[config.mk]
export PLATFORM = sky130hd
export DESIGN_NAME = sprite_compositor
export DESIGN_NICKNAME = d
export VERILOG_FILES = /design/src/rtl/sprite_pkg.sv /design/src/rtl/sprite_hit.sv /design/src/rtl/sprite_compositor.sv
export SDC_FILE = /design/constraint.sdc
export NUM_CORES = 1
export LEC_CHECK = 0
export ABC_CLOCK_PERIOD_IN_PS = 25000
export BUFFER_PORTS_ARGS = -buffer_cell sky130_fd_sc_hd__buf_2
export CAP_MARGIN = 25
export CORE_ASPECT_RATIO = 1.4
export CORE_MARGIN = 2
export CORE_UTILIZATION = 25
export CTS_BUF_LIST = sky130_fd_sc_hd__clkbuf_16
export DETAILED_ROUTE_END_ITERATION = 6
export PLACE_DENSITY_LB_ADDON = 0.2
export REMOVE_ABC_BUFFERS = 1
export SYNTH_ARGS = -nofsm -noshare
export SYNTH_HDL_FRONTEND = slang
export SYNTH_HIERARCHICAL = 1
export SYNTH_SLANG_ARGS = --single-unit
export TNS_END_PERCENT = 1
[constraint.sdc]
create_clock -name Clk -period 25 [get_ports Clk]
set_clock_uncertainty 0.15 [all_clocks]
set_input_delay 5 -clock Clk [delete_from_list [all_inputs] [get_ports Clk]]
set_output_delay 5 -clock Clk [all_outputs]
set_load 0.05 [all_outputs]
[src/rtl/sprite_pkg.sv]
// Shared sprite dimensions, bus widths and the layer encoding for the
// frog/car/log compositor.
package sprite_pkg;

  localparam int FROG_W  = 28;
  localparam int FROG_H  = 28;
  localparam int CAR_W   = 56;
  localparam int CAR_H   = 28;
  localparam int LOG_W   = 112;
  localparam int LOG_H   = 28;

  localparam int ADDR_W  = 19;
  localparam int IDX_W   = 5;
  localparam int COORD_W = 10;

  typedef enum logic [1:0] {
    LAYER_BG   = 2'd0,
    LAYER_LOG  = 2'd1,
    LAYER_CAR  = 2'd2,
    LAYER_FROG = 2'd3
  } layer_e;

endpackage

[src/rtl/sprite_hit.sv]
// Combinational box test for one W x H sprite: reports whether the draw
// position lies inside the sprite and the row-major local address if so.
module sprite_hit
  import sprite_pkg::*;
#(
  parameter int W = 28,
  parameter int H = 28
) (
  input  logic [COORD_W-1:0] draw_x,
  input  logic [COORD_W-1:0] draw_y,
  input  logic [COORD_W-1:0] obj_x,
  input  logic [COORD_W-1:0] obj_y,
  input  logic               en,
  output logic               hit,
  output logic [ADDR_W-1:0]  addr
);

  logic [COORD_W:0]   x_end;
  logic [COORD_W:0]   y_end;
  logic [COORD_W-1:0] loc_x;
  logic [COORD_W-1:0] loc_y;

  always_comb begin
    // One extra bit so objects near the right/bottom edge never wrap.
    x_end = {1'b0, obj_x} + (COORD_W+1)'(W);
    y_end = {1'b0, obj_y} + (COORD_W+1)'(H);
    hit   = en
          && (draw_x >= obj_x) && ({1'b0, draw_x} < x_end)
          && (draw_y >= obj_y) && ({1'b0, draw_y} < y_end);
    loc_x = draw_x - obj_x;
    loc_y = draw_y - obj_y;
    addr  = '0;
    if (hit) begin
      addr = ADDR_W'(loc_y) * ADDR_W'(W) + ADDR_W'(loc_x);
    end
  end

endmodule

[src/rtl/sprite_compositor.sv]
// Two-stage pixel pipeline: stage 1 drives the sprite RAM addresses, stage 2
// resolves transparency/priority; also accumulates per-frame overlap flags.
module sprite_compositor
  import sprite_pkg::*;
#(
  parameter int               NUM_CARS    = 4,
  parameter int               NUM_LOGS    = 4,
  parameter logic [IDX_W-1:0] TRANSPARENT = 5'h00
) (
  input  logic                         Clk,
  input  logic                         Reset,
  input  logic                         frame_start,
  input  logic [COORD_W-1:0]           DrawX,
  input  logic [COORD_W-1:0]           DrawY,
  input  logic                         draw_valid,
  input  logic [COORD_W-1:0]           frog_x,
  input  logic [COORD_W-1:0]           frog_y,
  input  logic                         frog_en,
  input  logic [NUM_CARS*COORD_W-1:0]  car_x,
  input  logic [NUM_CARS*COORD_W-1:0]  car_y,
  input  logic [NUM_CARS-1:0]          car_en,
  input  logic [NUM_LOGS*COORD_W-1:0]  log_x,
  input  logic [NUM_LOGS*COORD_W-1:0]  log_y,
  input  logic [NUM_LOGS-1:0]          log_en,
  output logic [ADDR_W-1:0]            frog_addr,
  output logic [ADDR_W-1:0]            car_addr,
  output logic [ADDR_W-1:0]            log_addr,
  input  logic [IDX_W-1:0]             frog_data,
  input  logic [IDX_W-1:0]             car_data,
  input  logic [IDX_W-1:0]             log_data,
  output logic [IDX_W-1:0]             pix_index,
  output logic [1:0]                   pix_layer,
  output logic                         pix_valid,
  output logic                         hit_car,
  output logic                         on_log
);

  // Shadow copies of object state, refreshed once per frame.
  logic [COORD_W-1:0]          frog_x_q, frog_x_d;
  logic [COORD_W-1:0]          frog_y_q, frog_y_d;
  logic                        frog_en_q, frog_en_d;
  logic [NUM_CARS*COORD_W-1:0] car_x_q, car_x_d;
  logic [NUM_CARS*COORD_W-1:0] car_y_q, car_y_d;
  logic [NUM_CARS-1:0]         car_en_q, car_en_d;
  logic [NUM_LOGS*COORD_W-1:0] log_x_q, log_x_d;
  logic [NUM_LOGS*COORD_W-1:0] log_y_q, log_y_d;
  logic [NUM_LOGS-1:0]         log_en_q, log_en_d;

  logic                        frog_hit_c;
  logic [ADDR_W-1:0]           frog_addr_c;
  logic [NUM_CARS-1:0]         car_hit_c;
  logic [ADDR_W-1:0]           car_addr_c [NUM_CARS];
  logic [NUM_LOGS-1:0]         log_hit_c;
  logic [ADDR_W-1:0]           log_addr_c [NUM_LOGS];
  logic                        car_sel_hit;
  logic [ADDR_W-1:0]           car_sel_addr;
  logic                        log_sel_hit;
  logic [ADDR_W-1:0]           log_sel_addr;

  logic                        s1_valid_q, s1_valid_d;
  logic                        s1_frog_hit_q, s1_frog_hit_d;
  logic                        s1_car_hit_q, s1_car_hit_d;
  logic                        s1_log_hit_q, s1_log_hit_d;
  logic [ADDR_W-1:0]           s1_frog_addr_q, s1_frog_addr_d;
  logic [ADDR_W-1:0]           s1_car_addr_q, s1_car_addr_d;
  logic [ADDR_W-1:0]           s1_log_addr_q, s1_log_addr_d;

  logic                        frog_opaque, car_opaque, log_opaque;
  logic [IDX_W-1:0]            pix_index_q, pix_index_d;
  layer_e                      pix_layer_q, pix_layer_d;
  logic                        pix_valid_q, pix_valid_d;
  logic                        acc_car_q, acc_car_d;
  logic                        acc_log_q, acc_log_d;
  logic                        hit_car_q, hit_car_d;
  logic                        on_log_q, on_log_d;

  always_comb begin
    frog_x_d  = frog_x_q;
    frog_y_d  = frog_y_q;
    frog_en_d = frog_en_q;
    car_x_d   = car_x_q;
    car_y_d   = car_y_q;
    car_en_d  = car_en_q;
    log_x_d   = log_x_q;
    log_y_d   = log_y_q;
    log_en_d  = log_en_q;
    if (frame_start) begin
      frog_x_d  = frog_x;
      frog_y_d  = frog_y;
      frog_en_d = frog_en;
      car_x_d   = car_x;
      car_y_d   = car_y;
      car_en_d  = car_en;
      log_x_d   = log_x;
      log_y_d   = log_y;
      log_en_d  = log_en;
    end
  end

  sprite_hit #(.W(FROG_W), .H(FROG_H)) u_frog_hit (
    .draw_x (DrawX),
    .draw_y (DrawY),
    .obj_x  (frog_x_q),
    .obj_y  (frog_y_q),
    .en     (frog_en_q),
    .hit    (frog_hit_c),
    .addr   (frog_addr_c)
  );

  generate
    for (genvar gi = 0; gi < NUM_CARS; gi++) begin : g_car
      sprite_hit #(.W(CAR_W), .H(CAR_H)) u_car_hit (
        .draw_x (DrawX),
        .draw_y (DrawY),
        .obj_x  (car_x_q[gi*COORD_W +: COORD_W]),
        .obj_y  (car_y_q[gi*COORD_W +: COORD_W]),
        .en     (car_en_q[gi]),
        .hit    (car_hit_c[gi]),
        .addr   (car_addr_c[gi])
      );
    end
    for (genvar gi = 0; gi < NUM_LOGS; gi++) begin : g_log
      sprite_hit #(.W(LOG_W), .H(LOG_H)) u_log_hit (
        .draw_x (DrawX),
        .draw_y (DrawY),
        .obj_x  (log_x_q[gi*COORD_W +: COORD_W]),
        .obj_y  (log_y_q[gi*COORD_W +: COORD_W]),
        .en     (log_en_q[gi]),
        .hit    (log_hit_c[gi]),
        .addr   (log_addr_c[gi])
      );
    end
  endgenerate

  // Scan from the top index down so the lowest-index hit is the last write.
  always_comb begin
    car_sel_hit  = 1'b0;
    car_sel_addr = '0;
    for (int i = NUM_CARS - 1; i >= 0; i--) begin
      if (car_hit_c[i]) begin
        car_sel_hit  = 1'b1;
        car_sel_addr = car_addr_c[i];
      end
    end
    log_sel_hit  = 1'b0;
    log_sel_addr = '0;
    for (int i = NUM_LOGS - 1; i >= 0; i--) begin
      if (log_hit_c[i]) begin
        log_sel_hit  = 1'b1;
        log_sel_addr = log_addr_c[i];
      end
    end
  end

  always_comb begin
    s1_valid_d     = draw_valid;
    s1_frog_hit_d  = draw_valid && frog_hit_c;
    s1_car_hit_d   = draw_valid && car_sel_hit;
    s1_log_hit_d   = draw_valid && log_sel_hit;
    s1_frog_addr_d = s1_frog_hit_d ? frog_addr_c  : '0;
    s1_car_addr_d  = s1_car_hit_d  ? car_sel_addr : '0;
    s1_log_addr_d  = s1_log_hit_d  ? log_sel_addr : '0;
  end

  always_comb begin
    frog_opaque = s1_frog_hit_q && (frog_data != TRANSPARENT);
    car_opaque  = s1_car_hit_q  && (car_data  != TRANSPARENT);
    log_opaque  = s1_log_hit_q  && (log_data  != TRANSPARENT);

    pix_index_d = '0;
    pix_layer_d = LAYER_BG;
    pix_valid_d = s1_valid_q;
    if (frog_opaque) begin
      pix_index_d = frog_data;
      pix_layer_d = LAYER_FROG;
    end else if (car_opaque) begin
      pix_index_d = car_data;
      pix_layer_d = LAYER_CAR;
    end else if (log_opaque) begin
      pix_index_d = log_data;
      pix_layer_d = LAYER_LOG;
    end

    // The pixel resolving on the frame_start cycle still counts toward the
    // frame that is closing.
    hit_car_d = hit_car_q;
    on_log_d  = on_log_q;
    acc_car_d = acc_car_q || (frog_opaque && car_opaque);
    acc_log_d = acc_log_q || (frog_opaque && log_opaque);
    if (frame_start) begin
      hit_car_d = acc_car_d;
      on_log_d  = acc_log_d;
      acc_car_d = 1'b0;
      acc_log_d = 1'b0;
    end
  end

  always_ff @(posedge Clk or posedge Reset) begin
    if (Reset) begin
      frog_x_q       <= '0;
      frog_y_q       <= '0;
      frog_en_q      <= 1'b0;
      car_x_q        <= '0;
      car_y_q        <= '0;
      car_en_q       <= '0;
      log_x_q        <= '0;
      log_y_q        <= '0;
      log_en_q       <= '0;
      s1_valid_q     <= 1'b0;
      s1_frog_hit_q  <= 1'b0;
      s1_car_hit_q   <= 1'b0;
      s1_log_hit_q   <= 1'b0;
      s1_frog_addr_q <= '0;
      s1_car_addr_q  <= '0;
      s1_log_addr_q  <= '0;
      pix_index_q    <= '0;
      pix_layer_q    <= LAYER_BG;
      pix_valid_q    <= 1'b0;
      acc_car_q      <= 1'b0;
      acc_log_q      <= 1'b0;
      hit_car_q      <= 1'b0;
      on_log_q       <= 1'b0;
    end else begin
      frog_x_q       <= frog_x_d;
      frog_y_q       <= frog_y_d;
      frog_en_q      <= frog_en_d;
      car_x_q        <= car_x_d;
      car_y_q        <= car_y_d;
      car_en_q       <= car_en_d;
      log_x_q        <= log_x_d;
      log_y_q        <= log_y_d;
      log_en_q       <= log_en_d;
      s1_valid_q     <= s1_valid_d;
      s1_frog_hit_q  <= s1_frog_hit_d;
      s1_car_hit_q   <= s1_car_hit_d;
      s1_log_hit_q   <= s1_log_hit_d;
      s1_frog_addr_q <= s1_frog_addr_d;
      s1_car_addr_q  <= s1_car_addr_d;
      s1_log_addr_q  <= s1_log_addr_d;
      pix_index_q    <= pix_index_d;
      pix_layer_q    <= pix_layer_d;
      pix_valid_q    <= pix_valid_d;
      acc_car_q      <= acc_car_d;
      acc_log_q      <= acc_log_d;
      hit_car_q      <= hit_car_d;
      on_log_q       <= on_log_d;
    end
  end

  assign frog_addr = s1_frog_addr_q;
  assign car_addr  = s1_car_addr_q;
  assign log_addr  = s1_log_addr_q;
  assign pix_index = pix_index_q;
  assign pix_layer = pix_layer_q;
  assign pix_valid = pix_valid_q;
  assign hit_car   = hit_car_q;
  assign on_log    = on_log_q;

endmodule

==> impl_metrics.ini, run 1 <==
[floorplanning]
dieArea_um2 = 142000
placeableCoreArea_um2 = 138000
die_y_um = 445
core.rowCount = 161
start_util_pct = 25.2
die_w_um = 319
io_pins = 295

[cts]
cts_tree = done
cts_sinks = 262
clk_pin_slew_ns = 0.06
insertion_delay_ns = 0.63
cts_hold_buf = 0
cts_buffer_depth = 3
cts_resized = 0
h-tree-depth = 2
post_cts_buffers = 0
cts_made_buffers = 35
cts-root-buf = clkbuf_16

[routing]
route.detailed.drc = 0
antenna_left = 0
vias = 30200
avgViaCountPerCell = 4.92
drt_wl_total_mm = 123
drt_first_pass_iters = 6
wl_per_cell_um = 20.1
dr.first_iter.drc_count = 1535

[finish]
drive_gt1_share_pct = 15.3
stdcell_count = 6127
stdcell_area_um2 = 39400
nNetsFinal = 5130
area_growth_pct = 13.4

[logic_synthesis]
synthTopCellsByCount = ha_1, inv_1, nor2_1, a21oi_1, dfrtp_1
synth_top_family_by_area = adder cells
synth-simple-area-share_pct = 15.7
synth_cells = 4034
yosysTopAreaCell = ha_1
avgSynthCellArea_um2 = 8.61
muxShareOfSynthArea_pct = 6.51
yosysTopAreaCellShare_pct = 19.2
ys_types = 106
synth_most_common_cell = ha_1
ys_seq_elements = 262
synth_edf_count = 0
ys.flop_type = dfrtp_1
yosys-top-cells-area = ha_1, dfrtp_1, mux2_2, xnor2_1, inv_1
syn_area_um2 = 34800
ys_async_sr_fraction_pct = 100
synth-adder-area-share_pct = 22.9
yosys_warnings = 6
ys_seq_area_share_pct = 18.9
synth-compound-area-share_pct = 19.7
synthXorXnorAreaFrac_pct = 9.71

[global_route]
grt_pass1_wl_mm = 185
use_met2_pct = 31.3
grt_antenna_before_repair = 12
grt_max_degree = 80
use_met1_pct = 20.2
grt.overflow.total = 0
grt_pass1_vias = 30500
grt_busiest_layer = met2
grt_usage_pct = 17.0
use_met3_pct = 1.86

[placed_design]
placed_cell_area_um2 = 38200
io_buffers = 294
place_hpwl_mm = 98.0
place_congestion = 0.869
placed_cells = 6060

[pwr]
seqPwrFrac_pct = 10.0
intPower_mw = 2.46
pwr-share-comb_pct = 79.3
irDropWorstVdd_mv = 0.0687
p_per_area_nw_per_um2 = 127
p_clk_share_pct = 10.6
swShare_pct = 50.7
p_leak_nw = 18.3
p_switching_mw = 2.53

[critical_path]
worstSetupEndpointType = flop
cp.required_ns = 25.38
critPathMaxFanout = 18
crit_type = input pin to flop
cpMostUsedCell = o21ai_0
arrival_ns = 10.87
cp_slowest_stage_delay_ns = 0.68
cp_slowest_cell = a2111oi_1
crit_chain = buf_2, ha_1, o21ai_0, a21oi_1, o21ai_0, a21oi_1, o21ai_0, and2_1, xnor3_1, ha_1, ha_1, a2111oi_0, o21ai_0, a211oi_1, nand4_1, nand2b_1, o211a_1, a2111oi_1, nand3b_1, a221o_1, a21oi_1
crit_path_start_kind = input pin

[timing]
setup_tns_ns = 0
relSlewSlack_pct = 32.4
worst_slew_pin_slew_ns = 1.01
max_freq_ghz = 0.0953
post-route-period-util_pct = 42.0
slew_viol_final = 0
setup_viol = 0
grt_setup_unrepaired = no
fin_crit_ns = 10.49
final_hold_viol_count = 0

[flow_run]
cap_violations = 0

[min_path]
min_path_type = flop to flop

[outcome]
outcome = complete, no violations
power by group through the flow:
stage / Sequential (mW) / Combinational [mW] / Clock [mW]
after floorplan: 0.492 / 3.14 / 0
after global placement: 0.509 / 3.92 / 0
after detailed placement: 0.509 / 3.93 / 0
after CTS: 0.502 / 3.96 / 0.560
after global routing: 0.505 / 4.46 / 0.570
final: 0.500 / 3.96 / 0.531
metrics by stage:
stage                     util (%)  power [mW]  worst slack (ns)  hold slack, ns
after floorplan                  -        3.63             12.64           0.181
after global placement        27.7        4.43             13.87           0.183
after detailed placement      27.7        4.44             13.86           0.201
after CTS                     28.6        5.03             14.53           0.216
after global routing          28.6        5.53             14.01           0.230
final                         28.6        4.99             14.51           0.211
placed cells by master (no fill, tap or decap), drive strengths merged, types with 66 or more instances in the layout:
cell,instances
xnor2,236
buf,326
nor3,104
mux2,197
ha,534
nand4,66
nand2,201
dfrtp,262
o21ai,153
a21o,116
xor2,115
inv,475
nor2,303
a21oi,279
flip-flops by register name, summed over array words and instances (netlist names), 5 cells and up:
register	flops
car_x_q	40
car_y_q	40
log_x_q	40
log_y_q	40
car_addr	19
frog_addr	19
log_addr	19
frog_x_q	10
frog_y_q	10
pix_index	5
routing by layer:
metal	vias to the layer above	routed length, µm
met5	-	30
met4	4	4850
met3	138	3580
met2	502	62100
met1	14500	52300
li1	15000	-
cell type report:
type	instances	area (µm²)
clock buffers	36	901
multi-input cells	3215	25900
fillers	14900	98400
well taps	1793	2240
flip-flops and latches	262	6560
clock inverters	28	263
repair buffers	327	1730
diodes	2	5.00
inverters	464	1750
kinds of logic (layout without fill, tap and decap cells):
logic type,count (synthesis),after routing
xor+xnor,363,363
flops,262,262
compound gates,995,995
other cells,9,17
fa+ha+maj,597,597
mux,200,200
buf+inv,563,855
simple gates,1045,1045
critical path, delay by kind of cell:
| kind | cells | cell delay (ns) |
|---|---|---|
| AND/OR/NAND/NOR | 4 | 0.80 |
| adder cells (fa/ha/maj) | 3 | 0.99 |
| buffers and inverters | 1 | 0.65 |
| AO/OA/AOI/OAI | 12 | 3.16 |
| XOR/XNOR | 1 | 0.23 |
worst paths after layout:
kind / from / end / slack (ns) / depth (start not counted)
worst min register to register: pix_valid_d / pix_valid / 0.21 / 0
max in group asynchronous: Reset / frog_y_q[0] / 18.68 / 4
min in group asynchronous: Reset / car_addr[17] / 4.28 / 2
worst min-delay path: pix_valid_d / pix_valid / 0.21 / 0
worst max register to register: log_y_q[32] / log_addr[16] / 19.19 / 21
worst max-delay path: DrawY[2] / log_addr[16] / 14.51 / 21
No activity file was read; power rests on OpenSTA's default activity.
==> run 2, diff against run 1 <==
Settings changed: ABC_CLOCK_PERIOD_IN_PS 25000 to 8530.
Clock period 25 ns to 8.53 ns, I/O delays scaled along.
==> run 2 against run 1 <==
  * Worst setup slack got worse by 13 ns
  * Global-route usage hardly changed
  * Via count is 0.21% lower
  * Critical path depth rose by 2
  * Power rose to 2.9 times the previous value
  * Design area about the same
  * Sequential share of layout area barely moved
  * Largest power group unchanged
==> impl_metrics.ini, run 2 (synthesis gave the netlist of run 1 again) <==
[outcome]
outcome = complete, no violations

[finish]
final_common_cell = ha_1
fillCellCount = 14800
drive_gt1_share_pct = 15.3
layout_common_cells = ha_1, inv_1, nor2_1, buf_2, a21oi_1
area_growth_pct = 13.4
stdcell_count = 6127
stdcell_area_um2 = 39400
nNetsFinal = 5131

[routing]
drt_wl_total_mm = 123
vias = 30100
drt_first_pass_iters = 5
avgViaCountPerCell = 4.91
antenna_left = 0
wl_per_cell_um = 20.1
dr.first_iter.drc_count = 1430
route.detailed.drc = 0

[cts]
cts-root-buf = clkbuf_16
post_cts_buffers = 0
h-tree-depth = 2
cts_made_buffers = 35
insertion_delay_ns = 0.61
cts_sinks = 262
cts_tree = done
cts_buffer_depth = 3
clk_pin_slew_ns = 0.07
cts_hold_buf = 0
cts_resized = 0

[floorplanning]
start_util_pct = 25.2
io_pins = 295
placeableCoreArea_um2 = 138000
die_w_um = 319
die_y_um = 445
dieArea_um2 = 142000
core.rowCount = 161

[pwr]
p_per_area_nw_per_um2 = 368
p_leak_nw = 18.3
irDropWorstVdd_mv = 0.220

[critical_path]
r2r_start = car_y_q[34]
crit_type = input pin to flop
reg2reg_slack_ns = 2.69
cp.required_ns = 8.90
critPathMaxFanout = 9
crit_path_start_kind = input pin
worstSetupEndpointType = flop
arrival_ns = 7.30
ff2ff_path_depth = 19
worstReg2RegEnd = car_addr[13]

[global_route]
grt_pass1_wl_mm = 186
grt_usage_pct = 17.1
grt.overflow.total = 0
grt_antenna_before_repair = 6
grt_pass1_vias = 30500
grt_max_degree = 117

[placed_design]
io_buffers = 294
place_congestion = 0.834
placed_cell_area_um2 = 38300
place_hpwl_mm = 100
placed_cells = 6062

[timing]
relSlewSlack_pct = 29.4
post-route-period-util_pct = 81.3
setup_tns_ns = 0
setup_viol = 0
fin_crit_ns = 6.94
final_hold_viol_count = 0
max_freq_ghz = 0.144
worst_slew_pin_slew_ns = 1.06
slew_viol_final = 0
grt_setup_unrepaired = no

[min_path]
min_to = pix_valid
hold_depth = 0
min_path_type = flop to flop
hold_start = pix_valid_d

[flow_run]
cap_violations = 0
run 2: cell types whose count changed in the layout (fill, tap and decap cells not counted):
cell            before  now
buf_12               0    3
buf_16               0    1
buf_4               31   29
bufinv_16            3    2
clkinv_1             3    0
clkinv_2             4    5
clkinv_4             3    4
diode_2              2    4
dlymetal6s2s_1       1    0
inv_1              468  469
inv_8                3    1
run 2: worst max-delay path by stage:
| stage | depth (start not counted) | end | from |
|---|---|---|---|
| 2_1_floorplan | 1 | acc_car_q | Reset |
| 3_3_place_gp | 22 | car_addr[14] | DrawY[1] |
| 3_5_place_dp | 22 | log_addr[16] | DrawY[1] |
| 4_1_cts | 23 | log_addr[16] | DrawY[0] |
| 5_1_grt | 22 | log_addr[16] | DrawY[2] |
| 6_report | 23 | log_addr[16] | DrawY[0] |
run 2: per-stage QoR:
stage / setup slack [ns] / util (%) / hold WS, ns / power (mW)
2_1_floorplan: -0.538 / - / 0.181 / 10.6
3_3_place_gp: 1.06 / 27.8 / 0.182 / 13.0
3_5_place_dp: 1.01 / 27.8 / 0.188 / 13.0
4_1_cts: 1.65 / 28.6 / 0.199 / 14.6
5_1_grt: 1.01 / 28.6 / 0.205 / 16.1
6_report: 1.59 / 28.6 / 0.201 / 14.5
run 2: area by class of cell:
type | count | area, µm² | area share, %
antenna | 4 | 10.0 | 0.0254
clock buffer | 36 | 901 | 2.29
clock inverter | 25 | 216 | 0.549
inverter | 464 | 1750 | 4.44
multi-input combinational | 3215 | 25900 | 65.8
sequential | 262 | 6560 | 16.6
tap | 1793 | 2240 | 5.69
timing repair buffer | 328 | 1790 | 4.54
run 2: layer usage:
| layer | routed length [µm] | global-route usage [%] | vias up |
|---|---|---|---|
| met3 | 3330 | 1.62 | 105 |
| met2 | 62000 | 31.2 | 454 |
| li1 | - | - | 15000 |
| met1 | 54600 | 21.2 | 14500 |
| met4 | 3340 | 4.74 | 0 |
| met5 | 0 | 0 | - |
run 2: critical path, cell delays in order:
cell and delay [ns]:
buf_2 0.40, inv_1 0.09, ha_1 0.22, inv_1 0.07, fa_1 0.19, a21o_1 0.14, nand4_1 0.12, and3b_1 0.20
xnor2_1 0.36, xnor3_1 0.40, ha_1 0.29, ha_1 0.26, a2111oi_0 0.35, o21ai_0 0.19, a211oi_1 0.48, nand4_1 0.21
nand2b_1 0.24, o211a_1 0.15, a2111oi_1 0.42, buf_4 0.22, nand3b_1 0.12, a221o_1 0.34, a21oi_1 0.12
run 2: where the power goes:
group	total [mW]	switching (mW)	internal [mW]
registers	1.48	0.137	1.34
clock network	1.51	0.671	0.838
logic	11.5	6.53	4.97
total	14.5	7.34	7.15
